**src/rtl/fetch_pkg.sv**
```systemverilog
// Shared fetch-stage types and constants: state enum, IF/ID payload and default reset/NOP values.
package fetch_pkg;

  localparam int unsigned XLEN = 32;

  localparam logic [XLEN-1:0] DEFAULT_RESET_PC  = 32'h0000_0000;
  localparam logic [XLEN-1:0] DEFAULT_NOP_INSTR = 32'h0000_0013;

  typedef enum logic [1:0] {
    BOOT,
    RUN,
    HALTED
  } fetch_state_t;

  typedef struct packed {
    logic [XLEN-1:0] instr;
    logic [XLEN-1:0] pc;
    logic [XLEN-1:0] pc_plus4;
  } if_id_t;

  function automatic logic [XLEN-1:0] align_pc(input logic [XLEN-1:0] addr);
    return {addr[XLEN-1:2], 2'b00};
  endfunction

endpackage

```
**src/rtl/if_id_reg.sv**
```systemverilog
// IF/ID pipeline register with flush (NOP insert), load, bubble-clear and hold controls.
module if_id_reg
  import fetch_pkg::*;
#(
  parameter logic [XLEN-1:0] NOP_INSTR = DEFAULT_NOP_INSTR
) (
  input  logic   clk,
  input  logic   rst,
  input  logic   flush,
  input  logic   load,
  input  logic   clear,
  input  if_id_t d,
  output logic   valid,
  output if_id_t q
);

  // Priority: flush > load > clear > hold.
  always_ff @(posedge clk or posedge rst) begin
    if (rst) begin
      valid      <= 1'b0;
      q.instr    <= NOP_INSTR;
      q.pc       <= '0;
      q.pc_plus4 <= '0;
    end else if (flush) begin
      valid   <= 1'b0;
      q.instr <= NOP_INSTR;
    end else if (load) begin
      valid <= 1'b1;
      q     <= d;
    end else if (clear) begin
      valid <= 1'b0;
    end
  end

endmodule

```
**src/rtl/fetch_unit.sv**
```systemverilog
// Instruction fetch stage: pc register, BOOT/RUN/HALTED control and IF/ID register.
// Optional performance counters enabled with FETCH_PERF_CNT_EN.
module fetch_unit
  import fetch_pkg::*;
#(
  parameter logic [31:0] RESET_PC  = DEFAULT_RESET_PC,
  parameter logic [31:0] NOP_INSTR = DEFAULT_NOP_INSTR
) (
  input  logic        clk,
  input  logic        rst,
  output logic [31:0] imem_pc,
  input  logic [31:0] imem_instr,
  input  logic        stall,
  input  logic        redirect_valid,
  input  logic [31:0] redirect_pc,
  input  logic        halt,
  input  logic        id_ready,
  output logic        id_valid,
  output logic [31:0] id_instr,
  output logic [31:0] id_pc,
  output logic [31:0] id_pc_plus4
`ifdef FETCH_PERF_CNT_EN
  ,
  output logic [31:0] fetch_count,
  output logic [31:0] stall_count
`endif
);

  fetch_state_t    state, state_next;
  logic [XLEN-1:0] pc, pc_plus4_c, pc_next_c;
  logic            fire_c, flush_c, clear_c;
  if_id_t          if_id_d, if_id_q;
  logic            unused_redirect_bits;

  assign pc_plus4_c           = pc + 32'(4);
  assign unused_redirect_bits = ^redirect_pc[1:0];

  always_ff @(posedge clk or posedge rst) begin
    if (rst) state <= BOOT;
    else     state <= state_next;
  end

  // Next state plus fetch controls; redirect outranks everything outside BOOT.
  always_comb begin
    state_next = state;
    fire_c     = 1'b0;
    flush_c    = 1'b0;
    clear_c    = 1'b0;
    pc_next_c  = pc;
    case (state)
      BOOT: state_next = RUN;
      RUN: begin
        if (redirect_valid) begin
          flush_c   = 1'b1;
          pc_next_c = align_pc(redirect_pc);
        end else begin
          if (halt) state_next = HALTED;
          fire_c = !stall && (!id_valid || id_ready);
          if (fire_c) pc_next_c = pc_plus4_c;
        end
      end
      HALTED: begin
        if (redirect_valid) begin
          state_next = RUN;
          flush_c    = 1'b1;
          pc_next_c  = align_pc(redirect_pc);
        end
      end
      default: state_next = BOOT;
    endcase
    clear_c = !fire_c && !flush_c && id_ready;
  end

  always_ff @(posedge clk or posedge rst) begin
    if (rst) pc <= align_pc(RESET_PC);
    else     pc <= pc_next_c;
  end

  assign imem_pc          = pc;
  assign if_id_d.instr    = imem_instr;
  assign if_id_d.pc       = pc;
  assign if_id_d.pc_plus4 = pc_plus4_c;

  if_id_reg #(
    .NOP_INSTR (NOP_INSTR)
  ) u_if_id_reg (
    .clk   (clk),
    .rst   (rst),
    .flush (flush_c),
    .load  (fire_c),
    .clear (clear_c),
    .d     (if_id_d),
    .valid (id_valid),
    .q     (if_id_q)
  );

  assign id_instr    = if_id_q.instr;
  assign id_pc       = if_id_q.pc;
  assign id_pc_plus4 = if_id_q.pc_plus4;

`ifdef FETCH_PERF_CNT_EN
  // Free-running wrap-around counters for fetches and stalled RUN cycles.
  always_ff @(posedge clk or posedge rst) begin
    if (rst) begin
      fetch_count <= '0;
      stall_count <= '0;
    end else begin
      if (fire_c)                  fetch_count <= fetch_count + 32'(1);
      if (state == RUN && stall)   stall_count <= stall_count + 32'(1);
    end
  end
`endif

endmodule

```
**config.mk**
```make
export PLATFORM = sky130hd
export DESIGN_NAME = fetch_unit
export DESIGN_NICKNAME = d
export VERILOG_FILES = /design/src/rtl/fetch_pkg.sv /design/src/rtl/if_id_reg.sv /design/src/rtl/fetch_unit.sv
export SDC_FILE = /design/constraint.sdc
export NUM_CORES = 1
export LEC_CHECK = 0
export CAP_MARGIN = 20
export CORE_ASPECT_RATIO = 1.1
export CORE_MARGIN = 5
export CORE_UTILIZATION = 48
export DETAILED_ROUTE_END_ITERATION = 10
export PLACE_DENSITY = 0.81
export SLEW_MARGIN = 15
export SYNTH_ARGS = -nofsm -noshare
export SYNTH_HDL_FRONTEND = slang
export SYNTH_HIERARCHICAL = 1
export SYNTH_SLANG_ARGS = --single-unit
```
**constraint.sdc**
```tcl
create_clock -name clk -period 3.2 [get_ports clk]
set_input_delay 0.32 -clock clk [delete_from_list [all_inputs] [get_ports clk]]
set_output_delay 0.32 -clock clk [all_outputs]
set_load 0.05 [all_outputs]
```
==> key figures <==
Run status
  • Status: complete, no violations

Route
  • Routed WL: 18,400 um
  • Wire length per cell: 19.3 um
  • Router iterations before antenna repair: 5
  • DRT iter0 DRCs: 360
  • DR vias/cell: 5.47
  • DRC viols: 0
  • Via count: 5,221
  • Final ANT Viol Nets: 0

Logic synthesis
  • Post-synth ARST share: 100%
  • Top cells by area, synth: dfrtp_1 (47%), mux2_4 (13%), mux2i_1 (4.9%)
  • Number of flops mapped to enable cells by yosys: 0
  • Post-synth top cells: dfrtp_1 (126), mux2_4 (60), nor2_1 (57)
  • Synth cell types: 66
  • Syn Area/Cell: 11.9 um^2
  • Syn Inst Count: 561
  • Synth Warn #: 6
  • Largest area contributor in the netlist: dfrtp_1
  • Synth Register Bits: 129
  • Count leader, synth: dfrtp_1
  • Synth top area share: 47.2%
  • Sequential share of the synthesized area: 48.4%
  • Post-Syn Area: 0.00668 mm^2
  • Ys flop type: dfrtp_1

Setup path
  • Worst Path Required: 3.55 ns
  • Crit Path Class: flop to flop
  • Arrival time at the worst endpoint: 2.87 ns
  • Worst-case reg-to-reg path depth: 6
  • Reg2reg end: imem_pc[31]
  • R2r setup slk: 0.68 ns
  • CP startpoint kind: flop
  • Crit path max fanout: 13
  • Crit path capture type: flop
  • Reg-to-reg startpoint: state[0]

Place
  • Pre-CTS WS: 0.700 ns
  • Final HPWL DP: 13,100 um
  • Placed Area: 0.00863 mm^2
  • RePlAce Congestion: 0.854
  • PortBufs: 194

Global route
  • Total global routing overflow: 0
  • Pin count of the biggest net entering global routing: 76
  • Vias in the first global route: 5,518
  • First-pass GRT wire length: 29,200 um
  • Tot GR Track Use: 22.9%
  • Initial antenna violation count: 0

Timing
  • Relative slew margins: 39.0%
  • Fin crit share: 78.6%
  • Slew @ Worst Pin: 0.914 ns
  • RSZ-0062 raised after global routing: no
  • Final setup skew: 0.00882 ns
  • Hold Fails Final Rpt: 0
  • Post-layout minimum cycle time: 2.52 ns
  • Final setup margin: 0.685 ns
  • Fin. max-slew vios: 0
  • Setup TNS: 0 ns
  • Fmax: 398 MHz
  • Endpoints failing setup: 0

Clocking
  • Cts bufs inserted: 17
  • Worst skew pair latency: 0.41 ns
  • CTS clock-pin slew for the worst setup and hold paths: 0.06 ns
  • Post-CTS Hold Buffers: 0
  • Clock sinks: 129
  • Setup bufs post-CTS: 0
  • # resized after CTS: 0
  • H-tree depth: 4
  • CTS root buf: clkbuf_16
  • CTS tree: done
  • Max clock buf depth: 2

Cells and area
  • Final Instance Area: 0.00924 mm^2
  • Fillers: 1,062
  • Nets: 829
  • Share of cells above drive strength 1: 16.3%
  • N_diodes: 0
  • Layout overhead on the synthesized area: 38.2%
  • Area of the multi-input gates: 0.00306 mm^2
  • FF/Latch Area: 0.00323 mm^2

Floorplanning
  • Row cnt: 45
  • Number of top-level pins: 199
  • Width of the die: 122 um
  • Die height: 134 um
  • Die area: 0.0164 mm^2
  • Initial core utilization: 48.6%
  • Core area: 0.0137 mm^2

Job
  • Max_cap viols: 0

Min path
  • Hold crit path type: input pin to async pin
sequential cells by signal (all words and copies together), names as in the netlist:
register and count:
u_if_id_reg/q 96, u_if_id_reg/valid 1, state 2, imem_pc 30
per-stage QoR:
stage / hold WS (ns) / util [%] / instances
floorplan: 0.436 / - / 566
global placement: 0.490 / 62.8 / 924
detailed placement: 0.494 / 62.8 / 924
CTS: 0.416 / 67.2 / 954
global route: 0.465 / 67.2 / 954
finish: 0.409 / 67.2 / 954
final cells by class:
class,instances,area share (%)
sequential,129,35.0
inverter,11,0.474
clock buffer,25,5.47
timing repair buffer,208,22.3
multi-input combinational,388,33.1
clock inverter,5,1.08
tap,188,2.55
routing by layer:
| metal | vias up | routed length (um) | GRT usage (%) | part of all wire, % |
|---|---|---|---|---|
| li1 | 2376 | - | - | - |
| met1 | 2556 | 7190 | 27.5 | 39 |
| met2 | 256 | 9120 | 37.5 | 50 |
| met3 | 33 | 1700 | 8.49 | 9.2 |
| met4 | 0 | 383 | 8.40 | 2.1 |
| met5 | - | 0 | 0 | 0 |
worst max-delay path by stage:
stage              startpoint                end  depth (start not counted)
2_1_floorplan             rst   u_if_id_reg/q[0]                          1
3_3_place_gp         state[0]        imem_pc[31]                          6
4_1_cts              state[0]        imem_pc[31]                          6
5_1_grt              state[0]        imem_pc[31]                          6
6_report             state[0]        imem_pc[31]                          6
3_5_place_dp   redirect_valid  u_if_id_reg/q[37]                          7
cells by family after synthesis:
| logic type | Yosys count | synth area share (%) |
|---|---|---|
| buf+inv | 49 | 6.18 |
| mux | 97 | 19.1 |
| fa+ha+maj | 4 | 0.749 |
| simple gates | 162 | 12.8 |
| flops | 129 | 48.4 |
| compound gates | 91 | 9.07 |
| other cells | 1 | 0.0561 |
| xor+xnor | 28 | 3.67 |
critical path, cell delays in order, from the launching register on:
cell and delay, ns:
dfrtp_1 0.38, inv_1 0.11, ha_1 0.57, inv_1 0.39
o21ai_1 0.70, a22o_1 0.23, a21o_1 0.08
layout by cell type (no fill, tap or decap), drive strengths merged, types with 8 or more instances in the layout:
cell | netlist | final
clkbuf | 18 | 25
a21oi | 25 | 25
nand3 | 20 | 20
xnor2 | 22 | 22
nand4 | 12 | 12
mux2 | 64 | 64
clkdlybuf4s50 | 0 | 194
buf | 20 | 14
o22ai | 8 | 8
mux2i | 33 | 33
inv | 10 | 10
o21ai | 18 | 18
nor2 | 57 | 57
dfrtp | 126 | 126
nand2 | 31 | 31
Power is not shown: default switching activity piles up to over one toggle a cycle in this logic, so the estimate is an artifact.
